### config.mk
export PLATFORM = sky130hd
export DESIGN_NAME = cpu_seq_ctrl_flat
export DESIGN_NICKNAME = d
export VERILOG_FILES = /design/src/rtl/cpu_seq_ctrl_pkg.sv /design/src/rtl/cpu_seq_ctrl_if.sv /design/src/rtl/cpu_seq_ctrl_instr_decode.sv /design/src/rtl/cpu_seq_ctrl.sv /design/src/flat_wrapper.sv
export SDC_FILE = /design/constraint.sdc
export NUM_CORES = 1
export LEC_CHECK = 0
export ABC_AREA = 1
export CORE_UTILIZATION = 35
export CTS_BUF_LIST = sky130_fd_sc_hd__clkbuf_4 sky130_fd_sc_hd__clkbuf_8 sky130_fd_sc_hd__clkbuf_16
export CTS_CLUSTER_DIAMETER = 30
export DETAILED_ROUTE_END_ITERATION = 7
export GPL_ROUTABILITY_DRIVEN = 1
export SYNTH_ARGS = -nofsm -noshare
export SYNTH_HDL_FRONTEND = slang
export SYNTH_SLANG_ARGS = --single-unit
### constraint.sdc
create_clock -name clk -period 2.39 [get_ports clk]
set_input_delay 0.5975 -clock clk [delete_from_list [all_inputs] [get_ports clk]]
set_output_delay 0.5975 -clock clk [all_outputs]
set_load 0.03 [all_outputs]
### src/rtl/cpu_seq_ctrl_pkg.sv
// -----------------------------------------------------------------------------
// cpu_seq_ctrl_pkg
// Shared definitions for the v1 CPU sequencer:
//   - RV32 opcode / funct3 constants and the EBREAK encoding
//   - ALU operation codes driven to the datapath
//   - FSM state encoding (3 bits, plain constants for legacy tooling)
//   - ctrl_t: the registered datapath control bundle
//   - next_pc(): sequential PC increment
// -----------------------------------------------------------------------------
package cpu_seq_ctrl_pkg;

   localparam logic [6:0]  OPC_OP_IMM   = 7'b001_0011;
   localparam logic [2:0]  F3_ADDI      = 3'b000;
   localparam logic [31:0] INSTR_EBREAK = 32'h0010_0073;

   localparam logic [2:0]  ALU_OP_NONE  = 3'b000;
   localparam logic [2:0]  ALU_OP_ADD   = 3'b001;

   localparam logic [2:0]  ST_FETCH     = 3'd0;
   localparam logic [2:0]  ST_DECODE    = 3'd1;
   localparam logic [2:0]  ST_EXEC      = 3'd2;
   localparam logic [2:0]  ST_WB        = 3'd3;
   localparam logic [2:0]  ST_HALT      = 3'd4;

   typedef struct packed {
      logic [2:0]  alu_op;
      logic [11:0] imm12;
      logic [4:0]  rs1;
      logic [4:0]  rd;
   } ctrl_t;

   // PC advances by one word and wraps modulo 2^32.
   function automatic logic [31:0] next_pc(input logic [31:0] cur_pc);
      return cur_pc + 32'd4;
   endfunction

endpackage

### src/rtl/cpu_seq_ctrl_if.sv
// -----------------------------------------------------------------------------
// cpu_seq_ctrl_if
// Instruction-memory fetch port (req/ack handshake).
//   req   : fetch request, held with a stable addr until ack or withdrawal
//   addr  : word-aligned fetch address
//   ack   : fetch complete, rdata valid in the same cycle
//   rdata : fetched instruction word
// Modports: master = sequencer side, slave = memory side.
// -----------------------------------------------------------------------------
interface cpu_seq_ctrl_if;

   logic        req;
   logic [31:0] addr;
   logic        ack;
   logic [31:0] rdata;

   modport master (output req, output addr, input ack, input rdata);
   modport slave  (input req, input addr, output ack, output rdata);

endinterface

### src/rtl/cpu_seq_ctrl_instr_decode.sv
// -----------------------------------------------------------------------------
// instr_decode
// Purely combinational instruction decoder.
//   ir        in   32  instruction register contents
//   ctrl      out      {alu_op, imm12, rs1, rd} for the instruction
//   is_legal  out  1   instruction is a supported ADDI
//   is_ebreak out  1   instruction is exactly EBREAK
// -----------------------------------------------------------------------------
module instr_decode
   import cpu_seq_ctrl_pkg::*;
(
   input  logic [31:0] ir,
   output ctrl_t       ctrl,
   output logic        is_legal,
   output logic        is_ebreak
);

   always_comb begin
      is_ebreak   = (ir == INSTR_EBREAK);
      is_legal    = (ir[6:0] == OPC_OP_IMM) && (ir[14:12] == F3_ADDI);
      ctrl.imm12  = ir[31:20];
      ctrl.rs1    = ir[19:15];
      ctrl.rd     = ir[11:7];
      ctrl.alu_op = is_legal ? ALU_OP_ADD : ALU_OP_NONE;
   end

endmodule

### src/rtl/cpu_seq_ctrl.sv
// -----------------------------------------------------------------------------
// cpu_seq_ctrl
// Multi-cycle sequencer for the v1 CPU. Owns PC and IR, fetches over the imem
// req/ack port, decodes and drives regfile/ALU controls so that each ADDI
// retires with exactly one write-back. EBREAK halts; anything else halts and
// raises illegal.
//   clk, rst_n      clock (rising edge), asynchronous active-low reset
//   run             allow new fetches
//   imem            fetch port (master side)
//   rf_rs1, rf_rd   register indices
//   rf_we           one-cycle write pulse in WB
//   alu_op, imm12   ALU operation and I-type immediate
//   pc, instret     current PC, retired-instruction count
//   halted, illegal sticky stop flags, cleared only by reset
// FSM: FETCH -> DECODE -> EXEC -> WB -> FETCH; HALT terminal.
// -----------------------------------------------------------------------------
module cpu_seq_ctrl
   import cpu_seq_ctrl_pkg::*;
#(
   parameter logic [31:0] RESET_PC = 32'h0000_0000,
   parameter int          CNT_W    = 32
) (
   input  logic              clk,
   input  logic              rst_n,
   input  logic              run,
   cpu_seq_ctrl_if.master    imem,
   output logic [4:0]        rf_rs1,
   output logic [4:0]        rf_rd,
   output logic              rf_we,
   output logic [2:0]        alu_op,
   output logic [11:0]       imm12,
   output logic [31:0]       pc,
   output logic [CNT_W-1:0]  instret,
   output logic              halted,
   output logic              illegal
);

   logic [2:0]       state_reg;
   logic [31:0]      pc_reg;
   logic [31:0]      ir_reg;
   logic [CNT_W-1:0] instret_reg;
   logic             halted_reg;
   logic             illegal_reg;
   ctrl_t            ctrl_reg;

   ctrl_t            dec_ctrl;
   logic             dec_legal;
   logic             dec_ebreak;
   logic             fetch_req;
   logic             fetch_fire;

   instr_decode u_decode (
      .ir        (ir_reg),
      .ctrl      (dec_ctrl),
      .is_legal  (dec_legal),
      .is_ebreak (dec_ebreak)
   );

   // The request follows run combinationally so that dropping run withdraws
   // a pending fetch in the same cycle; an ack is only honoured while the
   // request is actually presented.
   assign fetch_req  = run && (state_reg == ST_FETCH);
   assign fetch_fire = fetch_req && imem.ack;

   // Reset is folded in so that no request is presented while rst_n is low,
   // even though the state register already reads FETCH.
   assign imem.req   = fetch_req && rst_n;
   assign imem.addr  = {pc_reg[31:2], 2'b00};

   always_ff @(posedge clk or negedge rst_n) begin
      if (!rst_n) begin
         state_reg   <= ST_FETCH;
         pc_reg      <= RESET_PC;
         ir_reg      <= '0;
         instret_reg <= '0;
         halted_reg  <= 1'b0;
         illegal_reg <= 1'b0;
         ctrl_reg    <= '0;
      end else begin
         case (state_reg)
            ST_FETCH: begin
               if (fetch_fire) begin
                  ir_reg    <= imem.rdata;
                  state_reg <= ST_DECODE;
               end
            end
            ST_DECODE: begin
               if (dec_ebreak) begin
                  halted_reg <= 1'b1;
                  state_reg  <= ST_HALT;
               end else if (dec_legal) begin
                  ctrl_reg   <= dec_ctrl;
                  state_reg  <= ST_EXEC;
               end else begin
                  halted_reg  <= 1'b1;
                  illegal_reg <= 1'b1;
                  state_reg   <= ST_HALT;
               end
            end
            ST_EXEC: begin
               state_reg <= ST_WB;
            end
            ST_WB: begin
               pc_reg      <= next_pc(pc_reg);
               instret_reg <= instret_reg + 1'b1;
               ctrl_reg    <= '0;
               state_reg   <= ST_FETCH;
            end
            ST_HALT: begin
               state_reg <= ST_HALT;
            end
            default: begin
               // Unused encodings can only arise from an upset; stop safely.
               halted_reg  <= 1'b1;
               illegal_reg <= 1'b1;
               ctrl_reg    <= '0;
               state_reg   <= ST_HALT;
            end
         endcase
      end
   end

   assign rf_we   = (state_reg == ST_WB);
   assign alu_op  = ctrl_reg.alu_op;
   assign imm12   = ctrl_reg.imm12;
   assign rf_rs1  = ctrl_reg.rs1;
   assign rf_rd   = ctrl_reg.rd;
   assign pc      = pc_reg;
   assign instret = instret_reg;
   assign halted  = halted_reg;
   assign illegal = illegal_reg;

endmodule

### src/flat_wrapper.sv
// flat-port wrapper written by rule: the top's interface ports become plain ports
module cpu_seq_ctrl_flat import cpu_seq_ctrl_pkg::*;
#(
   parameter logic [31:0] RESET_PC = 32'h0000_0000,
   parameter int          CNT_W    = 32
)
  (clk, rst_n, run, rf_rs1, rf_rd, rf_we, alu_op, imm12, pc, instret, halted, illegal, imem_req, imem_addr, imem_ack, imem_rdata);
  cpu_seq_ctrl_if imem_i ();
  input  logic clk;
  input  logic rst_n;
  input  logic run;
  output logic [4:0] rf_rs1;
  output logic [4:0] rf_rd;
  output logic rf_we;
  output logic [2:0] alu_op;
  output logic [11:0] imm12;
  output logic [31:0] pc;
  output logic [CNT_W-1:0] instret;
  output logic halted;
  output logic illegal;
  output wire logic [$bits(imem_i.req)-1:0] imem_req;
  output wire logic [$bits(imem_i.addr)-1:0] imem_addr;
  input wire logic [$bits(imem_i.ack)-1:0] imem_ack;
  input wire logic [$bits(imem_i.rdata)-1:0] imem_rdata;
  assign imem_req = imem_i.req;
  assign imem_addr = imem_i.addr;
  assign imem_i.ack = imem_ack;
  assign imem_i.rdata = imem_rdata;
  cpu_seq_ctrl #(.RESET_PC(RESET_PC), .CNT_W(CNT_W)) u_core (.clk(clk), .rst_n(rst_n), .run(run), .imem(imem_i), .rf_rs1(rf_rs1), .rf_rd(rf_rd), .rf_we(rf_we), .alu_op(alu_op), .imm12(imm12), .pc(pc), .instret(instret), .halted(halted), .illegal(illegal));
endmodule
==> reports/results.ini, run 1 <==
[pwr]
swShare = 0.2028
pwr-share-seq = 0.404
power_leakage_nw = 3.974
combPwrFrac = 0.023
power_frac_clock = 0.574
vdd_drop_max_mv = 0.4892
p_per_area_nw_per_um2 = 590.9
power_switching_mw = 1.038
internal_power_mw = 4.079

[worst_setup_path]
critPathMaxStageDelay_ps = 730
end_kind = output pin
cp.buffers_inverters = 1
required_ps = 1790
path_max_fanout = 7
crit_chain = clkdlybuf4s50_1
start_kind = register
crit_family = buffers and inverters
timing.critical_path.from = u_core.pc[4]
cpMaxStageDelayCell = clkdlybuf4s50_1
critPathKind = reg -> out
worst-endpoint-arrival_ps = 1640
r2r-start = u_core.pc[3]

[sta]
fin_skew_ps = 10.71
worst_pin_slew_ps = 1021
hold_ws_ps = 343.6
setup_ws_ps = 152.8
fmax_ghz = 0.4470
grt_setup_unrepaired = no
slew_viol_final = 0
tns_ps = 0
period_share = 0.9361
slew_headroom = 0.3196
hold_violations = 0
setup_violations = 0
period_needed_ps = 2237

[min_path]
hold_class = in -> async

[cells_and_area]
nNetsFinal = 1041
drive_above_1_share = 0.06004
multi_input_comb_area_um2 = 2790
layout_common_cells = nand2_1 (390), clkdlybuf4s50_1 (151), dfrtp_1 (122), nor2_1 (111), inv_1 (63)
regArea_um2 = 3053
fillers = 1802
final_area_um2 = 8660
antennaDiodeCount = 0
syn_to_final_growth_pct = 34.55
mostFrequentLayoutCell = nand2_1
stdcell_count = 1245

[synth]
yosysTopAreaCellShare = 0.4743
synth_area_um2 = 6436
yosys-top-cells-area = dfrtp_1 (47%), nand2_1 (23%), nor2_1 (6.5%), buf_4 (4.5%), inv_1 (3.7%)
ys_seq_area_frac = 0.4743
yosysTopAreaCell = dfrtp_1
ys_seq_elements = 122
synthCells = 868
ys_warn_count = 0
syn_avg_cell_area_um2 = 7.415
yosysUniqueCellTypes = 28

[clocking]
cts-htree-levels = 4
cts_buffers = 17
cts_sinks = 122
cts_resized = 0
clk_pin_slew_ps = 60
clk_latency_ps = 420
cts_buffer_depth = 2
cts_root_buffer = clkbuf_16
hold_buffers = 0
cts_tree = built
cts_setup_buffers = 0

[global_route]
grt_max_degree = 123
gr-total-overflow = 0
first_global_vias = 5508
grt_use_total = 0.1890
antenna_found_initial = 0
grt_pass1_wl_um = 27320

[detailed_routing]
drt-initial-drc-count = 381
ant_nets = 0
firstDrtPassIters = 5
drcViolationCount = 0
routed_wl_um = 16670
wl_per_cell_um = 13.39
routed_via_density = 4.616
vias = 5747

[floorplan]
ios = 161
row_count = 49
start_util = 0.3583
dieArea_um2 = 18940
die_h_um = 137.6
die_w_um = 137.6
core_um2 = 17960

[placed_design]
hpwl_um = 12010
placed_area_um2 = 7989
pre_cts_ws_ps = 404.4
port_buffers = 154
dp.cells = 1213
gp_congestion = 0.8525

[job]
max_cap_viol_count = 0

[run_status]
status = complete, no violations

==> kinds of logic after synthesis <==
| group | count (synthesis) | share of synthesized area |
|---|---|---|
| other | 1 | 0.0005826 |
| AOI/OAI and AO/OA | 13 | 0.01128 |
| buffers and inverters | 116 | 0.09506 |
| adders and majority gates | 2 | 0.003887 |
| DFF | 122 | 0.4743 |
| xor gates and xnor gates | 29 | 0.03946 |
| and+or+nand+nor | 585 | 0.3754 |
==> stage by stage <==
stage / power [mW] / util
6_report: 5.117 / 0.4821
5_1_grt: 5.267 / 0.4821
4_1_cts: 5.169 / 0.4821
3_5_place_dp: 2.223 / 0.4447
3_3_place_gp: 2.224 / 0.4447
2_1_floorplan: 2.124 / -
==> worst paths after layout <==
| path | to | slack (ps) | depth (start not counted) |
|---|---|---|---|
| worst max register to register | u_core.pc[20] | 560 | 8 |
| max in group asynchronous | u_core.imm12[4] | 1540 | 2 |
| worst min-delay path | u_core.pc[19] | 340 | 2 |
| min in group clk | u_core.illegal | 460 | 2 |
| worst min register to register | u_core.illegal | 460 | 2 |
| worst max-delay path | imem_addr[4] | 150 | 1 |
==> per-layer routing <==
metal / GRT usage / part of all wire / up-vias
li1: - / - / 2904
met1: 0.2515 / 0.47 / 2686
met2: 0.3007 / 0.46 / 142
met3: 0.04857 / 0.053 / 15
met4: 0.05556 / 0.012 / 0
met5: 0 / 0 / -
==> power groups by stage <==
stage / Combinational, mW / Sequential, mW / Clock (mW)
CTS: 0.120 / 2.07 / 2.98
floorplan: 0.0198 / 2.10 / 0
global route: 0.130 / 2.07 / 3.07
global placement: 0.120 / 2.10 / 0
detailed placement: 0.120 / 2.10 / 0
finish: 0.116 / 2.07 / 2.93
==> cell usage after synthesis, drive strengths merged <==
master  count
buf        48
nand2     390
conb        1
nand3b      5
and3        1
clkbuf      2
a21oi       2
inv        66
nor3b       1
o22ai       1
and2        1
xnor2      13
dfrtp     122
nand4      20
xor2       16
ha          2
o21ai      10
nor3       10
nor2      118
or2         1
nand3      38
==> final cells by class <==
cell class / count / area share
inverters: 66 / 0.02861
clock buffers: 22 / 0.05563
clock inverters: 10 / 0.02182
flip-flops and latches: 122 / 0.3526
repair buffers: 161 / 0.1861
multi-input cells: 635 / 0.3222
well taps: 229 / 0.03309
Note: power is estimated with default switching activity, not from simulation.
==> run 2, diff against run 1 <==
--- a/config.mk
+++ b/config.mk
@@ -6,6 +6,7 @@
 export NUM_CORES = 1
 export LEC_CHECK = 0
 export ABC_AREA = 1
+export CAP_MARGIN = 20
 export CORE_UTILIZATION = 35
 export CTS_BUF_LIST = sky130_fd_sc_hd__clkbuf_4 sky130_fd_sc_hd__clkbuf_8 sky130_fd_sc_hd__clkbuf_16
 export CTS_CLUSTER_DIAMETER = 30
==> reports/results.ini, run 2 (synthesized netlist as in run 1, its figures left out) <==
[min_path]
hold_class = in -> async

[cells_and_area]
drive_above_1_share = 0.06096  ; +0.0009242
syn_to_final_growth_pct = 34.78
fillers = 1800  ; -0.11%
stdcell_count = 1246  ; +0.080%
antennaDiodeCount = 0  ; unchanged
layout_common_cells = nand2_1 (390), clkdlybuf4s50_1 (151), dfrtp_1 (122), nor2_1 (111), inv_1 (63)
mostFrequentLayoutCell = nand2_1
nNetsFinal = 1042  ; +0.096%

[worst_setup_path]
start_kind = register
crit_family = buffers and inverters
critPathMaxStageDelay_ps = 730  ; about the same
path_max_fanout = 7  ; unchanged
worst-endpoint-arrival_ps = 1640  ; about the same
end_kind = output pin
crit_chain = clkdlybuf4s50_1
required_ps = 1790  ; about the same
cp.buffers_inverters = 1  ; unchanged
critPathKind = reg -> out
cpMaxStageDelayCell = clkdlybuf4s50_1

[sta]
slew_headroom = 0.5001  ; +0.1805
period_needed_ps = 2233  ; -4.396 ps
setup_ws_ps = 157.2  ; +4.396 ps
fin_skew_ps = 10.07  ; -0.6421 ps
hold_ws_ps = 280.1  ; -63.54 ps
hold_violations = 0  ; unchanged
slew_viol_final = 0  ; unchanged
grt_setup_unrepaired = no
worst_pin_slew_ps = 749.9  ; -270.8 ps
period_share = 0.9342  ; -0.001839
fmax_ghz = 0.4479  ; +0.20%
tns_ps = 0  ; unchanged
setup_violations = 0  ; unchanged

[clocking]
cts-htree-levels = 4  ; unchanged
clk_pin_slew_ps = 60  ; about the same
cts_root_buffer = clkbuf_16
cts_tree = built
clk_latency_ps = 420  ; about the same
cts_sinks = 122  ; unchanged
cts_buffer_depth = 2  ; unchanged
cts_buffers = 17  ; unchanged
cts_resized = 0  ; unchanged
cts_setup_buffers = 0  ; unchanged
hold_buffers = 0  ; unchanged

[detailed_routing]
ant_nets = 0  ; unchanged
wl_per_cell_um = 13.37  ; -0.13%
routed_via_density = 4.628  ; +0.25%
routed_wl_um = 16660  ; about the same
drcViolationCount = 0  ; unchanged
drt-initial-drc-count = 408  ; +7.1%
vias = 5766  ; +0.33%
firstDrtPassIters = 5  ; unchanged

[pwr]
p_per_area_nw_per_um2 = 589.6  ; -0.22%
vdd_drop_max_mv = 0.4881  ; -0.22%
power_leakage_nw = 3.982  ; +0.19%
p_total_mw = 5.114  ; about the same

[placed_design]
dp.cells = 1213  ; unchanged
hpwl_um = 12010  ; unchanged
pre_cts_ws_ps = 404.4  ; unchanged
gp_congestion = 0.8525  ; unchanged
port_buffers = 154  ; unchanged

[floorplan]
row_count = 49  ; unchanged
dieArea_um2 = 18940  ; unchanged
core_um2 = 17960  ; unchanged
ios = 161  ; unchanged
die_w_um = 137.6  ; unchanged
die_h_um = 137.6  ; unchanged
start_util = 0.3583  ; unchanged

[global_route]
antenna_found_initial = 0  ; unchanged
grt_max_degree = 123  ; unchanged
grt_pass1_wl_um = 27320  ; unchanged
first_global_vias = 5508  ; unchanged
grt_use_total = 0.1890  ; unchanged
gr-total-overflow = 0  ; unchanged

[run_status]
status = complete, no violations

[job]
max_cap_viol_count = 0  ; unchanged

run 2: changes by cell type in the layout (fill, tap and decap cells not counted), sizes merged:
cell,previous run,this run
buf,10,11
run 2: path summary, 6_finish.rpt:
check	depth (start not counted)	endpoint	from	slack [ps]
min in group clk	2	u_core.illegal	u_core.illegal	460
min reg2reg	2	u_core.illegal	u_core.illegal	460
max reg2reg	8	u_core.pc[20]	u_core.pc[3]	560
min	2	u_core.pc[19]	rst_n	280
max in group asynchronous	2	u_core.pc[30]	rst_n	1470
max	1	imem_addr[4]	u_core.pc[4]	160
run 2: power by group:
group | switching [mW] | internal [mW]
registers | 0 | 2.07
clock network | 0.973 | 1.96
logic | 0.0624 | 0.0525
total | 1.03 | 4.08
run 2: layer usage:
| layer | vias up | wire, um | track usage |
|---|---|---|---|
| met4 | 0 | 196 | 0.05556 |
| met3 | 14 | 914 | 0.04857 |
| li1 | 2911 | - | - |
| met2 | 148 | 7679 | 0.3007 |
| met1 | 2693 | 7874 | 0.2515 |
| met5 | - | 0 | 0 |
run 2: area by class of cell:
cell class,count,area (um^2),share of cell area
repair buffers,162,1627,0.1875
clock buffers,22,481.7,0.05553
clock inverters,10,188.9,0.02178
well taps,229,286.5,0.03303
flip-flops and latches,122,3053,0.3519
inverters,66,247.7,0.02856
multi-input cells,635,2790,0.3217
run 2: metrics by stage:
stage / instance area, um^2 / util
floorplan: 6455 / -
global placement: 7989 / 0.4447
detailed placement: 7989 / 0.4447
CTS: 8660 / 0.4821
global route: 8675 / 0.4829
finish: 8675 / 0.4829
